## config.mk

```make
export PLATFORM = sky130hd
export DESIGN_NAME = fetch_sequencer
export DESIGN_NICKNAME = d
export VERILOG_FILES = /design/src/rtl/fetch_pkg.sv /design/src/rtl/branch_resolve.sv /design/src/rtl/fetch_sequencer.sv
export SDC_FILE = /design/constraint.sdc
export NUM_CORES = 1
export LEC_CHECK = 0
export ABC_AREA = 1
export CORE_ASPECT_RATIO = 0.7
export CORE_UTILIZATION = 49
export DETAILED_ROUTE_END_ITERATION = 8
export GPL_ROUTABILITY_DRIVEN = 0
export PLACE_DENSITY = 0.79
export SETUP_SLACK_MARGIN = 0.05
export SYNTH_ARGS = -nofsm -noshare
export SYNTH_HDL_FRONTEND = slang
export SYNTH_SLANG_ARGS = --single-unit
```

## constraint.sdc

```tcl
create_clock -name CLK -period 1.6 [get_ports CLK]
set_input_delay 0.4 -clock CLK [delete_from_list [all_inputs] [get_ports CLK]]
set_output_delay 0.4 -clock CLK [all_outputs]
set_load 0.02 [all_outputs]
```

## src/rtl/fetch_pkg.sv

```systemverilog
// Shared types and constants for the instruction-fetch front end.
// Branch-target table and control-flow decode constants live here.
package fetch_pkg;

  localparam int unsigned PC_W      = 10;
  localparam int unsigned INST_W    = 9;
  localparam int unsigned LUT_DEPTH = 8;
  localparam int unsigned CNT_W     = 16;

  typedef enum logic [1:0] {BOOT, RUN, HALTED} state_e;

  localparam logic [2:0] CF_CLASS  = 3'b111;
  localparam logic [2:0] COND_HALT = 3'b000;
  localparam logic [2:0] COND_BEQ  = 3'b001;
  localparam logic [2:0] COND_BNE  = 3'b010;
  localparam logic [2:0] COND_BGT  = 3'b011;
  localparam logic [2:0] COND_BLE  = 3'b100;
  localparam logic [2:0] COND_JMP  = 3'b101;

  localparam logic [PC_W-1:0] BRANCH_LUT [LUT_DEPTH] = '{
    10'd16, 10'd24, 10'd32, 10'd40, 10'd48, 10'd100, 10'd200, 10'd1023
  };

endpackage

```

## src/rtl/branch_resolve.sv

```systemverilog
// Combinational control-flow decode: classifies the instruction, evaluates
// the branch condition against the registered flags and looks up the target.
module branch_resolve
  import fetch_pkg::*;
(
  input  logic [INST_W-1:0] instruction_i,
  input  logic              f_eq_i,
  input  logic              f_gt_i,
  output logic              is_cf_o,
  output logic              is_halt_o,
  output logic              take_o,
  output logic [PC_W-1:0]   target_o
);

  always_comb begin
    is_cf_o   = (instruction_i[8:6] == CF_CLASS);
    is_halt_o = 1'b0;
    take_o    = 1'b0;
    target_o  = BRANCH_LUT[instruction_i[2:0]];
    if (is_cf_o) begin
      case (instruction_i[5:3])
        COND_HALT: is_halt_o = 1'b1;
        COND_BEQ:  take_o    = f_eq_i;
        COND_BNE:  take_o    = !f_eq_i;
        COND_BGT:  take_o    = f_gt_i;
        COND_BLE:  take_o    = !f_gt_i;
        COND_JMP:  take_o    = 1'b1;
        default:   take_o    = 1'b0;  // 110/111 are NOPs
      endcase
    end
  end

endmodule

```

## src/rtl/fetch_sequencer.sv

```systemverilog
// Fetch front end: PC register, BOOT/RUN/HALTED sequencing and compare flags.
// Define FETCH_PERF_EN to add saturating instr_count/taken_count outputs.
module fetch_sequencer
  import fetch_pkg::*;
(
  input  logic              CLK,
  input  logic              start,
  input  logic              stall,
  input  logic              flag_we,
  input  logic              EQUAL,
  input  logic              GT,
  input  logic [INST_W-1:0] Instruction,
  output logic [PC_W-1:0]   PC,
  output logic              inst_valid,
  output logic              branch_taken,
  output logic              halt,
  output logic              pc_overflow
`ifdef FETCH_PERF_EN
  ,
  output logic [CNT_W-1:0]  instr_count,
  output logic [CNT_W-1:0]  taken_count
`endif
);

  state_e          state_q, state_d;
  logic [PC_W-1:0] pc_q, pc_d;
  logic            f_eq_q, f_eq_d;
  logic            f_gt_q, f_gt_d;
  logic            pc_overflow_q, pc_overflow_d;

  logic            is_cf, is_halt, take;
  logic [PC_W-1:0] target;
  logic            active;

  branch_resolve u_branch_resolve (
    .instruction_i (Instruction),
    .f_eq_i        (f_eq_q),
    .f_gt_i        (f_gt_q),
    .is_cf_o       (is_cf),
    .is_halt_o     (is_halt),
    .take_o        (take),
    .target_o      (target)
  );

  assign active = (state_q == RUN) && !stall;

  always_comb begin
    state_d       = state_q;
    pc_d          = pc_q;
    f_eq_d        = f_eq_q;
    f_gt_d        = f_gt_q;
    pc_overflow_d = pc_overflow_q;
    inst_valid    = 1'b0;
    branch_taken  = 1'b0;

    case (state_q)
      BOOT: state_d = RUN;
      RUN: begin
        if (!stall) begin
          inst_valid = 1'b1;
          // Compare writes alongside any control-flow instruction are dropped.
          if (flag_we && !is_cf) begin
            f_eq_d = EQUAL;
            f_gt_d = GT;
          end
          if (is_halt) begin
            state_d = HALTED;
          end else if (take) begin
            branch_taken = 1'b1;
            pc_d         = target;
          end else if (pc_q == '1) begin
            pc_overflow_d = 1'b1;
            state_d       = HALTED;
          end else begin
            pc_d = pc_q + PC_W'(1);
          end
        end
      end
      HALTED:  state_d = HALTED;
      default: state_d = BOOT;
    endcase
  end

  always_ff @(posedge CLK or posedge start) begin
    if (start) begin
      state_q       <= BOOT;
      pc_q          <= '0;
      f_eq_q        <= 1'b0;
      f_gt_q        <= 1'b0;
      pc_overflow_q <= 1'b0;
    end else begin
      state_q       <= state_d;
      pc_q          <= pc_d;
      f_eq_q        <= f_eq_d;
      f_gt_q        <= f_gt_d;
      pc_overflow_q <= pc_overflow_d;
    end
  end

  assign PC          = pc_q;
  assign halt        = (state_q == HALTED);
  assign pc_overflow = pc_overflow_q;

`ifdef FETCH_PERF_EN
  logic [CNT_W-1:0] instr_count_q, instr_count_d;
  logic [CNT_W-1:0] taken_count_q, taken_count_d;

  always_comb begin
    instr_count_d = instr_count_q;
    taken_count_d = taken_count_q;
    if (inst_valid && (instr_count_q != '1)) begin
      instr_count_d = instr_count_q + CNT_W'(1);
    end
    if (branch_taken && (taken_count_q != '1)) begin
      taken_count_d = taken_count_q + CNT_W'(1);
    end
  end

  always_ff @(posedge CLK or posedge start) begin
    if (start) begin
      instr_count_q <= '0;
      taken_count_q <= '0;
    end else begin
      instr_count_q <= instr_count_d;
      taken_count_q <= taken_count_d;
    end
  end

  assign instr_count = instr_count_q;
  assign taken_count = taken_count_q;
`endif

endmodule

```

Word-level counts from Yosys, hierarchy flattened
Memories as Yosys holds them, arrays and structs flattened.
Index checks and enable logic that the tools add are counted.
{ "word_totals": {"regBits": 15, "latch_bits": 0, "ram_bits": 0, "rom_bits": 80, "input_bits": 15, "output_inout_bits": 14, "wordCells": 54, "memories": 1} }
{ "mem_list": {"columns": ["name", "words", "width", "rd", "rd_clocked_by_memory_dff", "wr", "line", "source"], "rows": [
  ["(no name shown)", 8, 10, 1, 0, 0, "branch_resolve.sv:19", "target_o = BRANCH_LUT[instruction_i[2:0]];"]
]} }
{ "op_classes": {"n_addsub": 1, "n_mul": 0, "n_div": 0, "magnitude_cmp": 1, "eq_ne": 13, "shift": 0, "mux": 19, "n_bitwise": 4, "n_reduce_logical": 10} }
{ "op_table": {"columns": ["op", "count"], "rows": [
  ["$mux 10", 4],
  ["$add 10x1->10 const B", 1],
  ["$eq 10x10->1 const B", 1],
  ["$eq 3x3->1 const B", 3],
  ["$mux 1", 9],
  ["$mux 2", 4],
  ["$eq 3x2->1 const B", 2],
  ["$pmux 2 s3", 1],
  ["$reduce_and 3->1", 2],
  ["$pmux 1 s5", 1],
  ["$reduce_and 5->1", 1],
  ["$ge 4x4->1 const B", 1],
  ["$ne 2x2->1 const B", 2],
  ["$not 3->4", 1],
  ["$reduce_and 4->1", 1],
  ["$eq 3x1->1 const B", 1],
  ["$logic_not 1->1", 3],
  ["$logic_not 3->1", 1],
  ["$ne 3x2->1 const B", 1],
  ["$ne 3x3->1 const B", 1],
  ["$not 1->1", 3],
  ["$eq 2x1->1 const B", 1],
  ["$eq 2x2->1 const B", 1],
  ["$logic_not 2->1", 1],
  ["$logic_and 1x1->1", 1]
]} }

Longest topological paths before layout
Gate-level depths: netlist of the first run.
{ "logic_depth": {"depth_word": 7, "ltp_mapped": 11, "ltp_nobuf": 11} }

By module
A second synthesis of the first run with hierarchy kept.
{ "hier_totals": {"hier_cells": 189, "area_unflattened_um2": 1218.7} }
{ "by_module_without_submodules": {"columns": ["module", "instances", "cells_each", "area_per_inst_um2"], "rows": [
  ["fetch_sequencer", 1, 146, 1008.5],
  ["branch_resolve", 1, 43, 210.2]
]} }

Worst setup path after synthesis of the first run
Ideal clock, no wire load.
{ "synth_path": {"path_type": "register -> output", "startpoint": "reg state_q[1]", "endpoint": "out branch_taken", "t_arrival_ns": 1.334, "path_slack_ns": -0.134, "stages_incl_launch_ff": 7, "cell_sequence": "dfrtp_1 inv_1 ha_1 nand2_1 inv_1 nand2_1 nor2_1"} }
{ "synth_via": {"elab_chain_cells": 2} }
{ "synth_lines": {"columns": ["item", "line", "source"], "rows": [
  ["from (decl)", "fetch_sequencer.sv:25", "state_e state_q, state_d;"],
  ["from (signal assigned)", "fetch_sequencer.sv:92", "state_q <= state_d;"],
  ["$eq 2x1->1", "fetch_sequencer.sv:56", "case (state_q)"],
  ["$mux 1", "fetch_sequencer.sv:56", null],
  ["to (decl)", "fetch_sequencer.sv:15", "output logic branch_taken,"]
]} }
No other way between the ends.

Worst setup path in the final report of the first run
Same ends and word-level chain as after synthesis.

==> flow_summary.toml, run 1 <==
[worst_setup_path]
rrSetupSlack_ns = -0.07
start_kind = "flop"
crit_arrival_ns = 1.38
worstSetupEndpointType = "output port"
crit_required_ns = 1.20
crit_type = "flop to output port"
crit_path_max_fanout = 2

[sta]
worstMarginPinSlew_ns = 0.274
maxSlewViolCount = 0
fin_crit_sh_pct = 111
maxSlewHeadroom_pct = 81.7
fin_skew_ns = 0.00502
setup_ws_ns = -0.178
period_minus_slack_ns = 1.78
grt_setup_unrepaired = "yes"
setup_viol = 14
hold_violations = 0
fmax_mhz = 563
fin_hold_ws_ns = 0.410

[logic_synthesis]
synth.avg_cell_area_um2 = 6.72
syn_area_um2 = 1200
yosysWarnings = 0
synth_nets = 201
synth_cells = 179
ys_seq_area_share_pct = 31.2
synth_seq_cells = 15
yosysUniqueCellTypes = 24

[clocking]
clockBufferDepth = 2
cts_root_buffer = "clkbuf_4"
hold_buffers = 0
worstSkewPairLatency_ns = 0.29
htree_levels = 1
path_clk_slew_ns = 0.10
cts_tree = "built"
numCtsBuffers = 3
clock-sinks = 15

[route]
detail_route.drc_violations = 2
wl_um = 4860
num_vias = 1617
drtIter0Drc = 194
via_per_inst = 5.78
first_pass_iters = 7
post_drt_wl_per_cell_um = 17.4
drtAntennaViolNets = 0

[placed_design]
dp_hpwl_um = 2430
placed_cell_area_um2 = 1690
numPortBuffers = 28
dp.cells = 260
place_ws_ns = -0.812

[global_routing]
grt_antenna_before_repair = 0
grt.total_usage_pct = 31.8
first_global_vias = 1385
grt_pass1_wl_um = 6160
grt_max_degree = 16
grt.overflow.total = 0

[floorplan]
die_area_um2 = 2660
start_util_pct = 54.1
core_area_um2 = 2220
fp.dieH_um = 43.5
dieWidth_um = 61.2
ios = 29
floorplan.rows = 14

[min_path]
hp-class = "primary input to async pin"

[power_and_ir_drop]
cellLeakagePower_nw = 1.11
ir_worst_vdd_mv = 0.966
powerDensity_nw_per_um2 = 1280

[finish]
syn_to_final_growth_pct = 64.4
drive_gt1_share_pct = 33.9
fin_nets = 271
fin_cells = 280
n_antenna_cell = 0
post-route-util_pct = 89.0
fin_area_um2 = 1980

[outcome]
status = "finished with violations"
violations = "DRC, setup timing"

[job]
cap_violations = 0
[cell type report]
class,instances,area (µm²)
multi-input cells,142,897
repair buffers,64,547
flip-flops and latches,15,380
fillers,107,245
inverters,23,88.8
well taps,32,40.0
clock buffers,4,26.3
[per-stage QoR]
step | power, mW | setup TNS, ns
floorplan | 1.31 | 0
global placement | 1.80 | -6.18
detailed placement | 1.84 | -7.10
CTS | 2.23 | -0.188
global route | 2.66 | -1.43
finish | 2.54 | -0.835
[state kept, by name, indices dropped and copies added, names as in the netlist]
register and count:
PC 10, state_q 2, f_eq_q 1, f_gt_q 1, pc_overflow 1
[cells in the mapped netlist (all sizes together)]
master	count	area, µm²
o21ai	4	20.0
nor2	15	87.6
buf	1	11.3
dfrtp	15	375
xor2	4	35.0
nand3	12	65.1
o21bai	1	7.51
o211ai	2	20.0
nor3	1	5.00
nand4	6	37.5
inv	23	86.3
a21oi	4	20.0
nand3b	2	15.0
ha	7	87.6
nand2	81	319
mux2	1	11.3
[layer usage]
metal  up-vias  track usage, %  share of wire [%]
met4         0            10.9                5.9
met5         -               0                  0
li1        703               -                  -
met3        49            11.3                 11
met2       137            51.3                 45
met1       728            39.3                 37
[final timing paths]
kind,start,end,depth (start not counted)
max,state_q[1],branch_taken,7
min,start,state_q[1],3
max reg2reg,state_q[1],PC[1],11
min reg2reg,pc_overflow,pc_overflow,1
max in group asynchronous,start,PC[4],3
min in group CLK,pc_overflow,pc_overflow,1
[critical path, stage by stage, from the launching register on]
cell     delay (ns)
dfrtp_1        0.41
inv_2          0.08
ha_4           0.14
nand2_2        0.05
inv_2          0.08
nand2_4        0.07
nor2_4         0.13
buf_6          0.12
[where the power goes]
part / leakage (nW) / internal, mW / switching (mW)
Combinational: 0.901 / 0.748 / 0.893
Sequential: 0.189 / 0.517 / 0.149
Clock: 0.0150 / 0.0971 / 0.137
Total: 1.11 / 1.36 / 1.18
[repair_timing]
| item | in CTS | in global routing |
|---|---|---|
| pin swaps | 16 | 8 |
| setup endpoints to repair | 25 | 17 |
| gates resized for setup | 60 | 19 |
| gates cloned | 2 | 0 |
| buffers inserted | 8 | 7 |
[kinds of logic (layout without fill, tap and decap cells)]
| logic type | Yosys count | count (layout) | share of synthesized area [%] |
|---|---|---|---|
| and+or+nand+nor | 117 | 119 | 44.0 |
| buffers and inverters | 24 | 91 | 8.11 |
| DFF | 15 | 15 | 31.2 |
| AOI/OAI and AO/OA | 11 | 11 | 5.61 |
| adders and majority gates | 7 | 7 | 7.28 |
| xor gates and xnor gates | 4 | 4 | 2.91 |
| muxes | 1 | 1 | 0.935 |
[layout by cell type, fill, tap and decap left out, drive strengths merged]
| cell type | count |
|---|---|
| a21oi | 4 |
| buf | 39 |
| clkbuf | 4 |
| clkdlybuf4s50 | 7 |
| dfrtp | 15 |
| dlygate4sd2 | 18 |
| ha | 7 |
| inv | 23 |
| mux2 | 1 |
| nand2 | 82 |
| nand3 | 12 |
| nand3b | 2 |
| nand4 | 6 |
| nor2 | 16 |
| nor3 | 1 |
| o211ai | 2 |
| o21ai | 4 |
| o21bai | 1 |
| xor2 | 4 |
No activity file was read; power rests on OpenSTA's default activity.
==> run 2, diff against run 1 <==
- CELL_PAD_IN_SITES_DETAIL_PLACEMENT: default -> 1
- CELL_PAD_IN_SITES_GLOBAL_PLACEMENT: default -> 2
- CORE_UTILIZATION: 49 -> 26
- PLACE_DENSITY: 0.79 -> default
- PLACE_DENSITY_LB_ADDON: default -> 0.1
==> flow_summary.toml, run 2 (synthesis results as in run 1) <==
[clocking]
htree_levels = 1
clock-sinks = 15
clockBufferDepth = 2
worstSkewPairLatency_ns = 0.25
cts_tree = "built"
hold_buffers = 0
path_clk_slew_ns = 0.07
numCtsBuffers = 3
cts_root_buffer = "clkbuf_8"

[worst_setup_path]
crit_path_max_fanout = 2
crit_type = "flop to output port"
crit_required_ns = 1.20
startpoint = "state_q[0]"
worstSetupEndpointType = "output port"
start_kind = "flop"
r2r-start = "state_q[0]"
crit_arrival_ns = 1.30

[floorplan]
floorplan.rows = 20
start_util_pct = 27.5
dieWidth_um = 83.3
fp.dieH_um = 58.9
core_area_um2 = 4380
die_area_um2 = 4910
ios = 29

[sta]
fmax_mhz = 589
maxSlewHeadroom_pct = 80.0
maxSlewViolCount = 0
setup_ws_ns = -0.0973
fin_crit_sh_pct = 106
hold_violations = 0
fin_skew_ns = 0.00393
worstMarginPinSlew_ns = 0.299
grt_setup_unrepaired = "yes"
setup_viol = 2
period_minus_slack_ns = 1.70

[route]
drtAntennaViolNets = 0
num_vias = 1402
via_per_inst = 4.74
detail_route.drc_violations = 0
drtIter0Drc = 27
wl_um = 4180
first_pass_iters = 5
post_drt_wl_per_cell_um = 14.1

[global_routing]
first_global_vias = 1423
grt_max_degree = 16
grt_pass1_wl_um = 6670
grt.overflow.total = 0
grt_antenna_before_repair = 0
grt.total_usage_pct = 17.7

[power_and_ir_drop]
swShare_pct = 43.8
cellLeakagePower_nw = 1.07
switchingPower_mw = 1.08
p_int_mw = 1.39
pwr-share-clk_pct = 13.3
ir_worst_vdd_mv = 0.662
powerDensity_nw_per_um2 = 1270
power_frac_seq_pct = 26.1
pwr-share-comb_pct = 60.5

[finish]
drive_gt1_share_pct = 31.5
fin_nets = 264
layout_commonest_cell = "nand2_1"
fin_area_um2 = 1950
syn_to_final_growth_pct = 62.2
nFillCells = 549
final_cell_mix = "68 x nand2_1, 25 x buf_4, 18 x inv_1"
fin_cells = 296
largest_register_ffs = 10
n_antenna_cell = 0

[placed_design]
dp.cells = 285
placed_cell_area_um2 = 1730
numPortBuffers = 28
dp_hpwl_um = 3020

[min_path]
hp-class = "primary input to async pin"

[outcome]
status = "finished with violations"
violations = "setup timing"

[job]
cap_violations = 0
-- run 2: power by group through the flow --
stage,clock network (mW),logic (mW),registers (mW)
floorplan,0,0.582,0.731
global placement,0,1.20,0.634
detailed placement,0,1.27,0.644
CTS,0.342,1.32,0.643
global route,0.355,1.64,0.664
finish,0.329,1.50,0.646
-- run 2: what timing repair did --
action                                  in CTS  in global routing
pin swaps                                    8                  8
setup buffers                                4                  4
endpoints found under the setup margin      27                 18
resized for setup                           57                 19
hold endpoints to repair                     0                  0
gates cloned                                 0                  1
-- run 2: worst max-delay path, stage by stage, from the launching register on --
cell and delay [ns]:
dfrtp_1 0.38, buf_6 0.11, ha_4 0.12, nand2_2 0.04, inv_2 0.06, nand2_2 0.08
nor2_4 0.12, buf_6 0.12
-- run 2: path summary, 6_finish.rpt --
path	endpoint	slack [ns]	depth (start not counted)
max	branch_taken	-0.1	7
min	PC[6]	0.46	3
max reg2reg	f_eq_q	0.05	8
min reg2reg	pc_overflow	0.50	1
max in group asynchronous	PC[0]	0.94	3
min in group CLK	pc_overflow	0.50	1
-- run 2: layout make-up --
cell class | instances | area (µm²) | area share [%]
Inverter | 23 | 88.8 | 4.55
Clock buffer | 4 | 45.0 | 2.31
Multi-Input combinational cell | 141 | 861 | 44.1
Sequential cell | 15 | 378 | 19.4
Timing Repair Buffer | 58 | 510 | 26.2
Tap cell | 55 | 68.8 | 3.53
-- run 2: per-stage QoR --
step	util [%]	worst slack, ns	power (mW)	setup TNS [ns]	hold WS [ns]
finish	44.6	-0.0973	2.47	-0.154	0.455
CTS	42.1	-0.139	2.30	-0.181	0.463
floorplan	-	0.0497	1.31	0	0.301
global route	44.6	-0.159	2.66	-0.479	0.494
detailed placement	39.6	-0.848	1.91	-8.40	0.481
global placement	39.6	-0.777	1.84	-6.80	0.467
-- run 2: per-layer routing --
| metal | track usage, % | vias up | wire, µm |
|---|---|---|---|
| li1 | - | 688 | - |
| met1 | 20.1 | 686 | 1910 |
| met2 | 33.7 | 24 | 2090 |
| met3 | 4.35 | 4 | 132 |
| met4 | 4.68 | 0 | 46 |
| met5 | 0 | - | 0 |
